## src/rtl/bridge_pkg.sv

```systemverilog
// -----------------------------------------------------------------------------
// bridge_pkg
//   Shared definitions for the SRAM-like bus bridge:
//     - state_t  : bridge FSM states (2-bit encoding)
//     - SZ_*     : bus size field encodings (log2 of byte count)
//     - DATA_W_* : legal data widths plus a helper used for elaboration checks
// -----------------------------------------------------------------------------
package bridge_pkg;

    typedef enum logic [1:0] {
        ST_IDLE = 2'd0,
        ST_ADDR = 2'd1,
        ST_DATA = 2'd2,
        ST_DONE = 2'd3
    } state_t;

    localparam logic [1:0] SZ_BYTE  = 2'd0;
    localparam logic [1:0] SZ_HALF  = 2'd1;
    localparam logic [1:0] SZ_WORD  = 2'd2;
    localparam logic [1:0] SZ_DWORD = 2'd3;

    localparam int DATA_W_NARROW = 32;
    localparam int DATA_W_WIDE   = 64;

    function automatic bit data_w_legal(input int w);
        return (w == DATA_W_NARROW) || (w == DATA_W_WIDE);
    endfunction

endpackage

```

## src/rtl/sram_like_size_enc.sv

```systemverilog
// -----------------------------------------------------------------------------
// sram_like_size_enc
//   Combinational decode of a byte write strobe into the bus size field.
//   Ports:
//     i_wen  [DATA_W/8] byte strobe, all-zero means a read
//     o_size [2]        log2 of the byte count
//   Single byte -> SZ_BYTE, aligned byte pair -> SZ_HALF, full word lane or
//   any irregular pattern -> SZ_WORD, full 8-byte strobe -> SZ_DWORD.
//   Reads use the natural bus width.
// -----------------------------------------------------------------------------
module sram_like_size_enc
    import bridge_pkg::*;
#(
    parameter int DATA_W = 32
) (
    input  logic [DATA_W/8-1:0] i_wen,
    output logic [1:0]          o_size
);

    localparam int            NB   = DATA_W / 8;
    localparam logic [NB-1:0] ONE  = NB'(1);
    localparam logic [NB-1:0] PAIR = NB'(3);

    always_comb begin
        // Aligned 4-byte lanes and irregular strobes both land here.
        o_size = SZ_WORD;
        if (i_wen == '0) begin
            o_size = (DATA_W == DATA_W_WIDE) ? SZ_DWORD : SZ_WORD;
        end else if ((NB == 8) && (i_wen == '1)) begin
            o_size = SZ_DWORD;
        end else begin
            for (int i = 0; i < NB; i++) begin
                if (i_wen == (ONE << i)) o_size = SZ_BYTE;
            end
            for (int i = 0; i < NB; i += 2) begin
                if (i_wen == (PAIR << i)) o_size = SZ_HALF;
            end
        end
    end

endmodule

```

## src/rtl/sram_like_bridge.sv

```systemverilog
// -----------------------------------------------------------------------------
// sram_like_bridge
//   Turns a stalling CPU load/store port into an SRAM-like request/response
//   bus transaction (req/addr_ok for the address phase, data_ok for data).
//
//   Optional feature macro: BRIDGE_TIMEOUT_EN
//     When defined, a wait counter runs in ADDR/DATA; reaching TIMEOUT_CYC
//     forces completion with cpu_rdata=0 and sets the sticky bus_err flag.
//     When undefined there is no counter and bus_err is tied low.
//
//   Ports:
//     clk, resetn            clock, asynchronous active-low reset
//     cpu_en/wen/addr/wdata  CPU access request (wen=0 means read)
//     cpu_flush              drop the in-flight access (result discarded)
//     cpu_rdata, cpu_stall   load data and pipeline hold
//     req, wr, size, addr,   bus request phase
//     wdata
//     addr_ok, data_ok,      bus handshakes and load data
//     rdata
//     bus_err                sticky timeout flag
// -----------------------------------------------------------------------------
module sram_like_bridge
    import bridge_pkg::*;
#(
    parameter int ADDR_W      = 32,
    parameter int DATA_W      = 32,
    parameter int TIMEOUT_CYC = 255
) (
    input  logic                clk,
    input  logic                resetn,
    input  logic                cpu_en,
    input  logic [DATA_W/8-1:0] cpu_wen,
    input  logic [ADDR_W-1:0]   cpu_addr,
    input  logic [DATA_W-1:0]   cpu_wdata,
    input  logic                cpu_flush,
    output logic [DATA_W-1:0]   cpu_rdata,
    output logic                cpu_stall,
    output logic                req,
    output logic                wr,
    output logic [1:0]          size,
    output logic [ADDR_W-1:0]   addr,
    output logic [DATA_W-1:0]   wdata,
    input  logic                addr_ok,
    input  logic                data_ok,
    input  logic [DATA_W-1:0]   rdata,
    output logic                bus_err
);

    localparam int WB = DATA_W / 8;

    if (!data_w_legal(DATA_W)) begin : g_bad_data_w
        $error("sram_like_bridge: DATA_W must be 32 or 64");
    end
    if (TIMEOUT_CYC < 1) begin : g_bad_timeout
        $error("sram_like_bridge: TIMEOUT_CYC must be at least 1");
    end

    state_t              r_state;
    state_t              w_next;
    logic [ADDR_W-1:0]   r_addr;
    logic [WB-1:0]       r_wen;
    logic [DATA_W-1:0]   r_wdata;
    logic [DATA_W-1:0]   r_rdata;
    logic                r_discard;

    logic                w_busy;
    logic                w_accept;
    logic                w_bus_done;
    logic                w_discard;
    logic                w_timeout;

    assign w_busy     = (r_state == ST_ADDR) || (r_state == ST_DATA);
    assign w_accept   = (r_state == ST_IDLE) && cpu_en;
    assign w_bus_done = ((r_state == ST_ADDR) && addr_ok && data_ok) ||
                        ((r_state == ST_DATA) && data_ok);
    // A flush arriving in the completing cycle already counts as a discard.
    assign w_discard  = r_discard || (cpu_flush && w_busy);

`ifdef BRIDGE_TIMEOUT_EN
    localparam int CNT_W = $clog2(TIMEOUT_CYC + 1);

    logic [CNT_W-1:0] r_cnt;
    logic             r_bus_err;

    // r_cnt holds the number of wait cycles already spent, so the cycle in
    // which it equals TIMEOUT_CYC-1 is the TIMEOUT_CYC-th and last one.
    assign w_timeout = w_busy && !w_bus_done && (r_cnt >= CNT_W'(TIMEOUT_CYC - 1));
    assign bus_err   = r_bus_err;

    always_ff @(posedge clk or negedge resetn) begin
        if (!resetn) begin
            r_cnt     <= '0;
            r_bus_err <= 1'b0;
        end else begin
            if (w_accept)    r_cnt <= '0;
            else if (w_busy) r_cnt <= r_cnt + 1'b1;
            if (w_timeout)   r_bus_err <= 1'b1;
        end
    end
`else
    assign w_timeout = 1'b0;
    assign bus_err   = 1'b0;
`endif

    // State register
    always_ff @(posedge clk or negedge resetn) begin
        if (!resetn) r_state <= ST_IDLE;
        else         r_state <= w_next;
    end

    // Next-state logic
    always_comb begin
        w_next = r_state;
        case (r_state)
            ST_IDLE: if (cpu_en) w_next = ST_ADDR;
            ST_ADDR: begin
                if ((addr_ok && data_ok) || w_timeout)
                    w_next = w_discard ? ST_IDLE : ST_DONE;
                else if (addr_ok)
                    w_next = ST_DATA;
            end
            ST_DATA: begin
                if (data_ok || w_timeout)
                    w_next = w_discard ? ST_IDLE : ST_DONE;
            end
            ST_DONE: w_next = ST_IDLE;
            default: w_next = ST_IDLE;
        endcase
    end

    // Outputs
    always_comb begin
        req       = (r_state == ST_ADDR);
        wr        = req && (|r_wen);
        // Held low during reset even if cpu_en is still asserted; a discarded
        // access no longer holds the pipeline while it drains on the bus.
        cpu_stall = resetn && (r_state != ST_DONE) &&
                    (cpu_en || (w_busy && !r_discard));
    end

    // Request capture, load data and discard tracking
    always_ff @(posedge clk or negedge resetn) begin
        if (!resetn) begin
            r_addr    <= '0;
            r_wen     <= '0;
            r_wdata   <= '0;
            r_rdata   <= '0;
            r_discard <= 1'b0;
        end else begin
            if (w_accept) begin
                r_addr  <= cpu_addr;
                r_wen   <= cpu_wen;
                r_wdata <= cpu_wdata;
            end
            if (w_bus_done && !w_discard)     r_rdata <= rdata;
            else if (w_timeout && !w_discard) r_rdata <= '0;
            if (w_next == ST_IDLE)            r_discard <= 1'b0;
            else if (cpu_flush && w_busy)     r_discard <= 1'b1;
        end
    end

    sram_like_size_enc #(
        .DATA_W (DATA_W)
    ) u_size_enc (
        .i_wen  (r_wen),
        .o_size (size)
    );

    assign addr      = r_addr;
    assign wdata     = r_wdata;
    assign cpu_rdata = r_rdata;

endmodule

```

## config.mk

```make
export PLATFORM = sky130hd
export DESIGN_NAME = sram_like_bridge
export DESIGN_NICKNAME = d
export VERILOG_FILES = /design/src/rtl/bridge_pkg.sv /design/src/rtl/sram_like_size_enc.sv /design/src/rtl/sram_like_bridge.sv
export SDC_FILE = /design/constraint.sdc
export NUM_CORES = 1
export LEC_CHECK = 0
export ABC_AREA = 1
export CAP_MARGIN = 10
export CELL_PAD_IN_SITES_DETAIL_PLACEMENT = 1
export CELL_PAD_IN_SITES_GLOBAL_PLACEMENT = 1
export CORE_AREA = 4 4 156 98
export DETAILED_ROUTE_END_ITERATION = 16
export DIE_AREA = 0 0 160 102
export PLACE_DENSITY = 0.77
export SKIP_CTS_REPAIR_TIMING = 1
export SLEW_MARGIN = 20
export SYNTH_ARGS = -nofsm -noshare
export SYNTH_HDL_FRONTEND = slang
export SYNTH_SLANG_ARGS = --single-unit
```

## constraint.sdc

```tcl
create_clock -name clk -period 2.1 [get_ports clk]
set_input_delay 0.315 -clock clk [delete_from_list [all_inputs] [get_ports clk]]
set_output_delay 0.315 -clock clk [all_outputs]
set_load 0.02 [all_outputs]
```

== Word level (Yosys, flattened, before mapping) ==
Cells that the tools add are included.
W data, S select, Z words.
Word-level totals
  register bits after elaboration: 103
  bits in latches: 0
  RAM bits: 0
  ROM bits: 0
  bits of input ports: 106
  memories kept: 0
Cells by class
  add/subtract/negate cells: 0
  $mul: 0
  divide/modulo/power cells: 0
  order comparisons: 0
  equal/unequal tests: 10
  shifts and indexed selects: 0
  muxes and demuxes: 15
  bitwise gates (word level): 0
  reductions and logical operators: 22
Operators with widths (count)
  $mux W2: 12
  $logic_and A1 B1 Y1: 11
  $eq A4 B2 Y1 const B: 2
  $eq A4 B4 Y1 const B: 2
  $pmux W2 S4: 1
  $eq A2 B2 Y1 const B: 2
  $eq A4 B1 Y1 const B: 1
  $eq A4 B3 Y1 const B: 1
  $logic_not A2 Y1: 2
  $logic_not A4 Y1: 1
  $logic_or A1 B1 Y1: 4
  $reduce_or A4 Y1: 1
  $eq A2 B1 Y1 const B: 1
  $logic_not A1 Y1: 2
  $mux W1: 2
  $ne A2 B2 Y1 const B: 1
  $reduce_bool A2 Y1: 1

== Logic depth before layout (Yosys ltp) ==
  word-level depth: 9
  gate-level depth with buffers: 9
  mapped depth without buffers: 9

== By module ==
From an unflattened synthesis, not the netlist that was laid out.
Second synthesis, totals
  cells, all modules: 282
  area, all modules: 4270.3 µm²
By module, submodules not included
  sram_like_bridge: instances 1, cells each 264, area an instance 4202.8 µm², seq. area each 2577.5 µm²
  sram_like_size_enc: instances 1, cells each 18, area an instance 67.6 µm², seq. area each 0.0 µm²

== Least setup slack after synthesis ==
No wires, ideal clock.
  path type: register to register
  start: reg r_state[1]
  end: reg r_rdata[10] (netlist: cpu_rdata[10])
  data arrival time: 1.624 ns
  required time: 1.975 ns
  setup slack: 0.351 ns
  stages on the path, launching flop included: 8
  path buffers: 1
  cells stage by stage: dfrtp_1 > inv_1 > ha_1 > nand2_2 > a21oi_4 > nand2_4 > buf_12 > mux2_4
Between the ends
  word-level cells in the longest chain between the ends: 6
  elaborated cells between the ends (all ways): 11
  classes of those cells: eq/ne (2); reduce/logical (9)
Ends and longest elaborated chain
  from (decl): RTL line sram_like_bridge.sv:58  | state_t r_state;
  from (signal assigned): RTL line sram_like_bridge.sv:108  | else r_state <= w_next;
  $eq A2 B1 Y1 (*)
  via req: RTL line sram_like_bridge.sv:38  | output logic req,
  $logic_or A1 B1 Y1: RTL line sram_like_bridge.sv:72  | assign w_busy = (r_state == ST_ADDR) || (r_state == ST_DATA);
  $logic_and A1 B1 Y1: RTL line sram_like_bridge.sv:77  | assign w_discard = r_discard || (cpu_flush && w_busy);
  $logic_or A1 B1 Y1: RTL line sram_like_bridge.sv:77
  $logic_not A1 Y1
  $logic_and A1 B1 Y1 (*): RTL line sram_like_bridge.sv:155  | if (w_bus_done && !w_discard) r_rdata <= rdata;
  to (signal assigned): RTL line sram_like_bridge.sv:155
  to (decl): RTL line sram_like_bridge.sv:63  | logic [DATA_W-1:0] r_rdata;
The timed path passes the listed nets; every way through them passes the cells marked *.
A chain may end at the register's enable or synchronous reset.

== Worst setup path in the final report ==
  start: reg r_wen[3]
  end: out size[1]
Between the ends
  word-level cells in the longest chain between the ends: 8
  elaborated cells between the ends (all ways): 14
  classes of those cells: eq/ne (6); mux (7); reduce/logical (1)
Ends and longest elaborated chain
  from (decl): RTL line sram_like_bridge.sv:61  | logic [WB-1:0] r_wen;
  from (signal assigned): RTL line sram_like_bridge.sv:152  | r_wen <= cpu_wen;
  $eq A4 B1 Y1: RTL line sram_like_size_enc.sv:33  | if (i_wen == (ONE << i)) o_size = SZ_BYTE;
  $mux W2 (4 in series): RTL line sram_like_size_enc.sv:33
  $mux W2 (2 in series): RTL line sram_like_size_enc.sv:36  | if (i_wen == (PAIR << i)) o_size = SZ_HALF;
  $mux W2 (*): RTL line sram_like_size_enc.sv:27  | if (i_wen == '0) begin
  to (decl): RTL line sram_like_bridge.sv:40  | output logic [1:0] size,
Mark *: on every way between the ends. The rest lies on a longest branch, timed or not.

==> impl_metrics.json <==
{
  "vias": 2924,
  "status": "completed",
  "setup_viol": 0,
  "gr-total-overflow": 0,
  "cts_tree": "built",
  "core_sq_um": 14000,
  "yosysUniqueCellTypes": 21,
  "maxCapViolCount": 0,
  "dp_hpwl_mm": 8.82,
  "syn-num-nets": 380,
  "grt_max_degree": 104,
  "max-slew-margin-rel": 0.599,
  "ys_seq_area_frac": 0.610,
  "diodes": 0,
  "io_buffers": 206,
  "gr-usage-met3": 0.0645,
  "final_max_slew_viol_count": 0,
  "endpoint_kind": "output pin",
  "clk_pin_slew_worst_paths_ps": 70,
  "cp.arrival_ps": 1730,
  "gr-usage-met2": 0.227,
  "cts-root-buf": "clkbuf_16",
  "synth.avg_cell_area_sq_um": 15.7,
  "clockBufferDepth": 2,
  "area_growth_pct": 61.5,
  "ir_worst_vdd_mv": 0.688,
  "syn_area_sq_um": 4230,
  "clock_latency_ps": 330,
  "worstPathCellList": "nor2_2 -> xnor2_1 -> clkdlybuf4s50_1",
  "worstSetupPathType": "flip-flop to output pin",
  "final_nets": 593,
  "cp_data_required_time_ps": 1780,
  "fin_util": 0.486,
  "drtAntennaViolNets": 0,
  "power_mw": 11.3,
  "antenna_found_initial": 0,
  "drtPass1Iterations": 3,
  "routedWlPerCell_microns": 17.3,
  "synthCells": 269,
  "drc": 0,
  "grt_pass1_vias": 3371,
  "fin_crit_ps": 2040,
  "slowest_delay_ps": 640,
  "die_h_microns": 102,
  "worst_pin_slew_ps": 601,
  "ios": 208,
  "hp-class": "input port to asynchronous set/reset pin",
  "final_layout_size_suffix_gt1_frac": 0.242,
  "drt_iter0_drc": 47,
  "clock-sinks": 103,
  "htree_levels": 3,
  "rows": 34,
  "cts_made_buffers": 9,
  "max_freq_mhz": 490,
  "p_per_area_nw_per_um2": 1650,
  "period_share": 0.973,
  "via_per_inst": 4.38,
  "gp_congestion": 0.777,
  "mostFrequentLayoutCell": "clkdlybuf4s50_1",
  "drt_wl_total_mm": 11.6,
  "grt.busiest_layer": "met2",
  "hold_viol": 0,
  "final_cell_mix": "201 x clkdlybuf4s50_1, 103 x dfrtp_1, 55 x mux2_2",
  "power_leakage_nw": 3.03,
  "design_area_sq_um": 6830,
  "slowest_stage": "clkdlybuf4s50_1",
  "grt_pass1_wl_mm": 18.4,
  "worst_setup_path_start_kind": "flip-flop",
  "grt_use_total": 0.143,
  "die_x_microns": 160,
  "start_util": 0.301,
  "yosysWarnings": 0,
  "ys_ff_latch": 103,
  "post_dp_cell_area_sq_um": 6500,
  "die_area_sq_um": 16300,
  "grt_util_met1": 0.181,
  "finClkSkew_ps": 8.22,
  "worst-path-max-fanout": 3
}
-- synthesized netlist by cell type --
| cell | count | area (sq um) |
|---|---|---|
| nand2_2 | 1 | 6.26 |
| nor2_1 | 7 | 26.3 |
| inv_1 | 12 | 45.0 |
| mux2_1 | 15 | 169 |
| a21oi_1 | 5 | 25.0 |
| buf_6 | 2 | 22.5 |
| buf_4 | 2 | 15.0 |
| nand2_1 | 15 | 56.3 |
| a21oi_4 | 1 | 16.3 |
| conb_1 | 1 | 3.75 |
| buf_12 | 3 | 60.1 |
| mux2_2 | 55 | 619 |
| nor3b_1 | 1 | 7.51 |
| nor3_1 | 1 | 5.00 |
| buf_2 | 4 | 20.0 |
| nand2_4 | 1 | 11.3 |
| ha_1 | 5 | 62.6 |
| dfrtp_1 | 103 | 2580 |
| mux2_4 | 30 | 450 |
| nand3_1 | 4 | 20.0 |
| xnor2_1 | 1 | 8.76 |
-- sequential cells by signal (all words and copies together), names as in the netlist --
register,count
addr,32
r_state,2
wdata,32
cpu_rdata,32
r_wen,4
r_discard,1
-- power by group --
| part | internal (mW) | switching [mW] |
|---|---|---|
| Sequential | 3.01 | 0.572 |
| Combinational | 3.21 | 2.71 |
| Clock | 0.999 | 0.748 |
-- layer usage --
| metal | routed length [microns] | share of wire |
|---|---|---|
| met1 | 5020 | 0.43 |
| met2 | 5350 | 0.46 |
| met3 | 1100 | 0.095 |
| met4 | 89 | 0.0077 |
| met5 | 0 | 0 |
-- worst paths after layout --
| path | from | end | slack, ps | cells past startpoint |
|---|---|---|---|---|
| worst max-delay path | r_wen[3] | size[1] | 60 | 3 |
| worst min-delay path | resetn | addr[0] | 40 | 2 |
| worst max register to register | r_state[0] | cpu_rdata[4] | 180 | 8 |
| worst min register to register | wdata[5] | wdata[5] | 490 | 1 |
| max in group asynchronous | resetn | cpu_rdata[0] | 1560 | 2 |
| min in group clk | wdata[5] | wdata[5] | 490 | 1 |
-- cell families (layout without fill, tap and decap cells) --
group                    count (synthesis)  count (layout)  synth area share
buffers and inverters                   23             241            0.0385
AO/OA/AOI/OAI                            6               6           0.00977
other                                    1               1          0.000887
adder cells (fa/ha/maj)                  5               5            0.0148
flip-flops                             103             103             0.610
multiplexers                           100             100             0.293
AND/OR/NAND/NOR                         30              30            0.0314
XOR/XNOR                                 1               1           0.00207
-- per-stage QoR --
step	setup TNS (ps)	setup slack (ps)	cells	hold WS (ps)
after floorplan	0	351	269	19.4
after CTS	-612	-365	667	118
after global routing	-7.56	-7.56	667	126
after detailed placement	0	22.1	651	485
after global placement	0	88.0	651	472
final	0	57.5	667	36.0
-- worst max-delay path: cells and delay by family, from the launching register on --
family / cells / cell delay (ps)
simple gates: 1 / 190
buf+inv: 1 / 640
xor+xnor: 1 / 150
flops: 1 / 420
-- area by class of cell --
class,instances,area [sq um]
Timing Repair Buffer,213,2160
Multi-Input combinational cell,143,1500
Clock buffer,11,253
Inverter,12,45.0
Tap cell,180,225
Sequential cell,103,2580
Fill cell,1403,7210
Clock inverter,5,63.8
Note: power is estimated with default switching activity, not from simulation.
